## src/rtl/reg_alu_sequencer_if.sv

```systemverilog
// Instruction channel into the reg_alu micro-sequencer.
// Valid/ready handshake; all fields are qualified by instr_valid.
interface reg_alu_sequencer_if;
    logic        instr_valid;
    logic        instr_ready;
    logic        instr_kind;
    logic [1:0]  instr_op;
    logic [2:0]  instr_dst;
    logic [2:0]  instr_src_a;
    logic [2:0]  instr_src_b;
    logic [15:0] instr_imm;

    modport master (
        output instr_valid, instr_kind, instr_op, instr_dst,
               instr_src_a, instr_src_b, instr_imm,
        input  instr_ready
    );

    modport slave (
        input  instr_valid, instr_kind, instr_op, instr_dst,
               instr_src_a, instr_src_b, instr_imm,
        output instr_ready
    );
endinterface

```

## src/rtl/reg_alu_sequencer.sv

```systemverilog
// Micro-sequencer stepping the reg_alu datapath through EXEC/WB/DONE for ALU and LOADI instructions.
// Latency: accept to done = EXEC_CYCLES+2 (ALU) or 2 (LOADI); one IDLE cycle between instructions.
// Backpressure: instr_ready is high only in IDLE; instr_valid while busy is ignored.
module reg_alu_sequencer #(
    parameter int EXEC_CYCLES = 1,
    parameter int CNT_W       = 8
) (
    input  logic               clk,
    input  logic               reset,
    reg_alu_sequencer_if.slave instr,
    output logic               sel,
    output logic               wr,
    output logic [1:0]         op,
    output logic [2:0]         rd_addr_a,
    output logic [2:0]         rd_addr_b,
    output logic [2:0]         wr_addr,
    output logic [15:0]        d_in,
    input  logic               cout,
    output logic               busy,
    output logic               done,
    output logic               carry_flag,
    output logic [CNT_W-1:0]   instr_count
);

    typedef enum logic [1:0] {
        IDLE = 2'd0,
        EXEC = 2'd1,
        WB   = 2'd2,
        DONE = 2'd3
    } state_t;

    localparam logic [3:0] EXEC_LAST = 4'(EXEC_CYCLES - 1);

    state_t     state;
    logic [3:0] exec_cnt;
    logic       kind_q;
    logic       rdy_q;
    logic       accept;

    assign instr.instr_ready = rdy_q;
    assign accept            = instr.instr_valid & rdy_q;

    always_ff @(posedge clk or posedge reset) begin
        if (reset) begin
            state       <= IDLE;
            exec_cnt    <= 4'd0;
            kind_q      <= 1'b0;
            rdy_q       <= 1'b0;
            sel         <= 1'b0;
            wr          <= 1'b0;
            op          <= 2'b00;
            rd_addr_a   <= 3'd0;
            rd_addr_b   <= 3'd0;
            wr_addr     <= 3'd0;
            d_in        <= 16'h0000;
            busy        <= 1'b0;
            done        <= 1'b0;
            carry_flag  <= 1'b0;
            instr_count <= '0;
        end else begin
            case (state)
                IDLE: begin
                    if (accept) begin
                        // Every field is captured here so later input changes cannot leak in.
                        kind_q    <= instr.instr_kind;
                        op        <= instr.instr_op;
                        rd_addr_a <= instr.instr_src_a;
                        rd_addr_b <= instr.instr_src_b;
                        wr_addr   <= instr.instr_dst;
                        busy      <= 1'b1;
                        rdy_q     <= 1'b0;
                        if (instr.instr_kind) begin
                            state <= WB;
                            wr    <= 1'b1;
                            sel   <= 1'b0;
                            d_in  <= instr.instr_imm;
                        end else begin
                            state    <= EXEC;
                            exec_cnt <= EXEC_LAST;
                        end
                    end else begin
                        rdy_q <= 1'b1;
                    end
                end
                EXEC: begin
                    if (exec_cnt == 4'd0) begin
                        state <= WB;
                        wr    <= 1'b1;
                        sel   <= 1'b1;
                    end else begin
                        exec_cnt <= exec_cnt - 4'd1;
                    end
                end
                WB: begin
                    // The register write and the carry capture share this edge.
                    state       <= DONE;
                    wr          <= 1'b0;
                    done        <= 1'b1;
                    instr_count <= instr_count + 1'b1;
                    if (!kind_q) begin
                        carry_flag <= cout;
                    end
                end
                DONE: begin
                    state <= IDLE;
                    done  <= 1'b0;
                    busy  <= 1'b0;
                    rdy_q <= 1'b1;
                end
                default: begin
                    state <= IDLE;
                    wr    <= 1'b0;
                    done  <= 1'b0;
                    busy  <= 1'b0;
                    rdy_q <= 1'b1;
                end
            endcase
        end
    end

endmodule

```

## src/flat_wrapper.sv

```systemverilog
// flat-port wrapper written by rule: the top's interface ports become plain ports
module reg_alu_sequencer_flat 
#(
    parameter int EXEC_CYCLES = 1,
    parameter int CNT_W       = 8
)
  (clk, reset, sel, wr, op, rd_addr_a, rd_addr_b, wr_addr, d_in, cout, busy, done, carry_flag, instr_count, instr_instr_valid, instr_instr_kind, instr_instr_op, instr_instr_dst, instr_instr_src_a, instr_instr_src_b, instr_instr_imm, instr_instr_ready);
  reg_alu_sequencer_if instr_i ();
  input  logic clk;
  input  logic reset;
  output logic sel;
  output logic wr;
  output logic [1:0] op;
  output logic [2:0] rd_addr_a;
  output logic [2:0] rd_addr_b;
  output logic [2:0] wr_addr;
  output logic [15:0] d_in;
  input  logic cout;
  output logic busy;
  output logic done;
  output logic carry_flag;
  output logic [CNT_W-1:0] instr_count;
  input wire logic [$bits(instr_i.instr_valid)-1:0] instr_instr_valid;
  input wire logic [$bits(instr_i.instr_kind)-1:0] instr_instr_kind;
  input wire logic [$bits(instr_i.instr_op)-1:0] instr_instr_op;
  input wire logic [$bits(instr_i.instr_dst)-1:0] instr_instr_dst;
  input wire logic [$bits(instr_i.instr_src_a)-1:0] instr_instr_src_a;
  input wire logic [$bits(instr_i.instr_src_b)-1:0] instr_instr_src_b;
  input wire logic [$bits(instr_i.instr_imm)-1:0] instr_instr_imm;
  output wire logic [$bits(instr_i.instr_ready)-1:0] instr_instr_ready;
  assign instr_i.instr_valid = instr_instr_valid;
  assign instr_i.instr_kind = instr_instr_kind;
  assign instr_i.instr_op = instr_instr_op;
  assign instr_i.instr_dst = instr_instr_dst;
  assign instr_i.instr_src_a = instr_instr_src_a;
  assign instr_i.instr_src_b = instr_instr_src_b;
  assign instr_i.instr_imm = instr_instr_imm;
  assign instr_instr_ready = instr_i.instr_ready;
  reg_alu_sequencer #(.EXEC_CYCLES(EXEC_CYCLES), .CNT_W(CNT_W)) u_core (.clk(clk), .reset(reset), .instr(instr_i), .sel(sel), .wr(wr), .op(op), .rd_addr_a(rd_addr_a), .rd_addr_b(rd_addr_b), .wr_addr(wr_addr), .d_in(d_in), .cout(cout), .busy(busy), .done(done), .carry_flag(carry_flag), .instr_count(instr_count));
endmodule
```

## config.mk

```make
export PLATFORM = sky130hd
export DESIGN_NAME = reg_alu_sequencer_flat
export DESIGN_NICKNAME = d
export VERILOG_FILES = /design/src/rtl/reg_alu_sequencer_if.sv /design/src/rtl/reg_alu_sequencer.sv /design/src/flat_wrapper.sv
export SDC_FILE = /design/constraint.sdc
export NUM_CORES = 1
export LEC_CHECK = 0
export ABC_AREA = 1
export BUFFER_PORTS_ARGS = -buffer_cell sky130_fd_sc_hd__buf_4
export CORE_MARGIN = 2
export CORE_UTILIZATION = 50
export CTS_BUF_LIST = sky130_fd_sc_hd__clkbuf_16
export DETAILED_ROUTE_END_ITERATION = 7
export PLACE_DENSITY = 0.8
export RECOVER_POWER = 50
export SYNTH_ARGS = -nofsm -noshare
export SYNTH_HDL_FRONTEND = slang
export SYNTH_SLANG_ARGS = --single-unit
```

## constraint.sdc

```tcl
create_clock -name clk -period 2.36 [get_ports clk]
set_clock_uncertainty 0.1 [all_clocks]
set_input_delay 0.118 -clock clk [delete_from_list [all_inputs] [get_ports clk]]
set_output_delay 0.118 -clock clk [all_outputs]
set_load 0.01 [all_outputs]
```

# ---- Yosys cells after proc, flatten, opt, wreduce, memory -nomap -nowiden
# Cells that the tools add are included.
# Widths: inputs -> output; s select.
dict set report classes {
  eq_ne 8
  n_bitwise 2
  n_reduce_logical 14
  n_mux 20
  add_sub_neg 2
}
# cell n
set op_table {}
lappend op_table {{$mux 4} 3}
lappend op_table {{$reduce_and 4->1} 3}
lappend op_table {{$add 8x1->8 const B} 1}
lappend op_table {{$pmux 1 s2} 4}
lappend op_table {{$pmux 2 s4} 1}
lappend op_table {{$pmux 4 s2} 1}
lappend op_table {{$reduce_and 2->1} 4}
lappend op_table {{$mux 1} 7}
lappend op_table {{$mux 2} 3}
lappend op_table {{$ne 2x2->1 const B} 3}
lappend op_table {{$reduce_bool 2->1} 3}
lappend op_table {{$eq 2x2->1 const B} 2}
lappend op_table {{$logic_not 4->1} 1}
lappend op_table {{$ne 2x1->1 const B} 2}
lappend op_table {{$sub 4x1->4 const B} 1}
lappend op_table {{$pmux 1 s3} 1}
lappend op_table {{$reduce_and 3->1} 1}
lappend op_table {{$reduce_bool 3->1} 1}
lappend op_table {{$eq 2x1->1 const B} 1}
lappend op_table {{$logic_not 2->1} 1}
lappend op_table {{$and 1x1->1} 1}
lappend op_table {{$not 1->1} 1}
dict set report word_totals {
  input_bits 32
  elab_cells 61
  register_bits 48
}

# ---- Logic depth before layout (Yosys ltp)
dict set report depth {
  ltp_word 3
  depth_mapped 10
}

# ---- Worst setup path after synthesis
# Ideal clock, no wire load.
dict set report synth_path {
  kind {register to register}
  start {register u_core.state[0]}
  end {register u_core.d_in[0]}
  arrival_ps 1330
  synth_period_minus_slack_ps 1546
  required_ps 2143
  path_stages_with_launch 11
  n_path_buf 1
  slack_ps 814
  setup_time_ps 117
  cell_sequence {dfrtp_1 > inv_1 > ha_1 > inv_2 > nor2_8 > inv_4 > nor2_8 > inv_2 > buf_6 > nand2_1 > nand2_1}
}
dict set report synth_via {
  elab_chain_len 2
}
# item line
set synth_lines {}
lappend synth_lines {{from (decl)} reg_alu_sequencer.sv:34} ;# state_t state;
lappend synth_lines {{from (signal assigned)} reg_alu_sequencer.sv:45} ;# state <= IDLE;
lappend synth_lines {{from (signal assigned)} reg_alu_sequencer.sv:73} ;# state <= WB;
lappend synth_lines {{from (signal assigned)} reg_alu_sequencer.sv:78} ;# state <= EXEC;
lappend synth_lines {{$logic_not 2->1} reg_alu_sequencer.sv:61} ;# case (state)
lappend synth_lines {{$reduce_and 3->1 (no line)} n/a}
lappend synth_lines {{to (signal assigned)} reg_alu_sequencer.sv:76} ;# d_in <= instr.instr_imm;
lappend synth_lines {{to (decl)} reg_alu_sequencer.sv:17} ;# output logic [15:0] d_in,
# Every way passes these cells.
# A chain may end at the register's enable or synchronous reset.

# ---- Final worst setup path
dict set report layout_path {
  start {register u_core.state[0]}
  end {register u_core.d_in[2]}
}
# The elaborated chain is that of the path after synthesis.

==> results.md <==
- Status: complete, no violations
- Hold_sp: instr_instr_valid
- CTS tree: built
- RR Startpoint: u_core.state[0]
- Count of hold-fix buffers inserted at cts: 29
- Syn Std Cell Area: 2131 µm²
- Switching pwr: 0.001449 W
- Mux cell area share after synthesis: 0%
- Min cycle time layout: 1.950 ns
- I/O Pins: 73
- Sequential fraction of the synthesis area: 56.37%
- Number of setup buffers added after CTS: 0
- Detailed-route wire length per cell: 13.45 µm
- Crit path arrival time: 2.02 ns
- Largest net degree at the start of global routing: 33
- GPL Wtd Cong: 0.8178
- CP required: 2.43 ns
- Synth Area in XOR/XNOR: 2.877%
- CTS clk-pin slew, worst paths: 0.06 ns
- Core area: 4058 µm²
- Non-Filler Instances: 394
- Cell taking the most area after synthesis: dfrtp_1
- First-pass GRT wire length: 8618 µm
- Starting Density: 52.51%
- Hold worst-path end: u_core.busy
- Clock Path Buffers: 2
- Antenna Nets Post-Route: 0
- Ys Warns: 0
- Final Hold Viols: 0
- Slew HR: 48.02%
- Post-synth EDFFs: 0
- R2r endpoint: u_core.d_in[2]
- Grt total ovfl: 0
- Fin Setup TNS: 0 ns
- Maximum fanout along the worst path: 17
- WHS Path Cells: 4
- H-tree levels: 2
- Distinct cell type count after synthesis: 23
- Post-DP HPWL: 3293 µm
- Mapped Cells: 242
- Average cell area after synthesis: 8.805 µm²
- Top cells by area, synth: dfrtp_1, nand2_1, ha_1, inv_1, nand3_1
- Worst vdd ir: 0.0006520 V
- Synth Register Bits: 48
- Largest family of logic cells by synthesized area: simple AND/OR/NAND/NOR gates
- Antenna Cells: 0
- Die width: 69.28 µm
- Cts repair resizes: 0
- Synth top area share: 56.37%
- Post-route DRC violation count: 0
- Port Buf Inserts: 72
- TritonCTS Buffers: 5
- Int Pwr: 0.002226 W
- Async SR Flop Fraction: 100.0%
- Post-Synth Simple-Gate Area: 28.01%
- Layout area overhead: 40.58%
- Number of antenna violations at the first check in global routing: 0
- Crit share post-route: 82.62%
- Comb pwr share: 39.8%
- Clock network fraction of total power: 20.8%
- Sink Count: 48
- Post-synthesis compound-gate area fraction: 3.112%
- DIE AREA: 4800 µm²
- Most used DFF post-synth: dfrtp_1
- Worst-skew pair later-pin latency: 0.28 ns
- Max-cap viol count: 0
- Final Max Tran Viols: 0
- Via count: 1966
- Top-count cell post-synth: nand2_1
- Placement row count: 23
- Sw frac: 39.43%
- Die Height: 69.28 µm
- Vias per cell: 4.990
- Net count, final: 385
- DRT Wirelength: 5298 µm
- Reg2reg setup slack: 0.41 ns
- Drt first pass iters: 4
- R2r worst-path depth: 9
- Setup crit start kind: flip-flop
- Initial drt markers: 153
- Highest clock rate: 512.9 MHz
- Vias in the first global route: 1928
- CP Capture Type: flip-flop
- Reg power frac: 39.4%
- Root Driver: clkbuf_16
- Inst Count DP: 359
- Fraction of layout cells with a size suffix above 1: 13.08%
- Crit Path Class: flip-flop to flip-flop
- RSZ-0062 raised after global routing: no
- Synth top cells by count: nand2_1, dfrtp_1, inv_1, nand3_1
- Worst Hold Class: input pin to flip-flop
- Leakage: 1.557 nW
- Final setup fails: 0
- Synth Area in Adders: 4.698%
- Mapped Nets: 282
- Worst slew pin tran: 0.7797 ns
- Power per cell area: 1227 nW/µm²
- GRT Total Usage: 22.37%
==> power groups by stage <==
stage / Clock (W) / Combinational (W) / Sequential, W
4_1_cts: 0.000774 / 0.00169 / 0.00145
5_1_grt: 0.000806 / 0.00165 / 0.00149
3_3_place_gp: 0 / 0.00160 / 0.00145
3_5_place_dp: 0 / 0.00165 / 0.00146
2_1_floorplan: 0 / 0.000820 / 0.00157
6_report: 0.000765 / 0.00146 / 0.00145
==> how the worst max path moves through the flow <==
stage               startpoint               to  slack [ns]
2_1_floorplan  u_core.state[0]   u_core.d_in[0]        0.81
3_3_place_gp   u_core.state[0]  u_core.d_in[15]        0.51
3_5_place_dp   u_core.state[0]   u_core.d_in[9]        0.45
4_1_cts        u_core.state[0]   u_core.d_in[9]        0.45
5_1_grt        u_core.state[0]   u_core.d_in[2]        0.25
6_report       u_core.state[0]   u_core.d_in[2]        0.41
==> metal layers <==
metal	GRT usage, %	wire (µm)	share of wire, %
met2	39.74	2798	53
met1	26.52	2155	41
met3	4.797	233	4.4
met4	8.279	111	2.1
met5	0	0	0
==> layout make-up <==
| class | count | area, µm² |
|---|---|---|
| inverter | 18 | 70.07 |
| fill | 320 | 1062 |
| sequential | 48 | 1201 |
| clock inverter | 1 | 30.03 |
| timing repair buffer | 102 | 681.9 |
| multi-input combinational | 170 | 824.5 |
| tap | 50 | 62.56 |
| clock buffer | 5 | 125.1 |
==> critical path, stage by stage, from the launching register on <==
cell	delay (ns)
dfrtp_1	0.41
inv_1	0.12
ha_1	0.19
inv_2	0.08
nor2_8	0.22
inv_4	0.13
nor2_8	0.22
inv_2	0.19
nand2_1	0.12
nand2_1	0.06
==> cell usage in the layout (no fill, tap or decap), drive strengths merged <==
master       instances
clkbuf              48
nand2              116
nand3               11
a2bb2oi              1
xnor2                2
inv                 18
nor3                 1
xor2                 5
bufinv               1
dfrtp               48
nor2                11
ha                   8
o21a                 1
nand4                3
o21ai               10
buf                 30
or2                  1
dlygate4sd3         29
==> metrics by stage <==
step	total power (W)	hold slack [ns]	instance area (µm²)	worst slack [ns]	util (%)
6_report	0.003675	0.1217	2995	0.4103	73.82
5_1_grt	0.003951	0.1434	2995	0.2522	73.82
4_1_cts	0.003915	0.1154	3152	0.4456	77.68
3_5_place_dp	0.003105	0.01085	2706	0.4513	66.70
3_3_place_gp	0.003049	0.004684	2706	0.5077	66.70
2_1_floorplan	0.002387	0.1346	2131	0.8137	-
==> registers in the layout, indices dropped and copies added, names as in the netlist, 2 cells and up <==
register,cells
u_core.instr_count,8
u_core.wr_addr,3
u_core.state,2
u_core.rd_addr_a,3
u_core.exec_cnt,4
u_core.rd_addr_b,3
u_core.op,2
u_core.d_in,16
==> logic make-up (layout without fill, tap and decap cells) <==
kind of cell / count (synthesis) / in the layout
compound gates: 12 / 12
xor+xnor: 7 / 7
fa+ha+maj: 8 / 8
buf+inv: 24 / 126
flops: 48 / 48
simple gates: 143 / 143
Power figures use the tool's default switching activity.
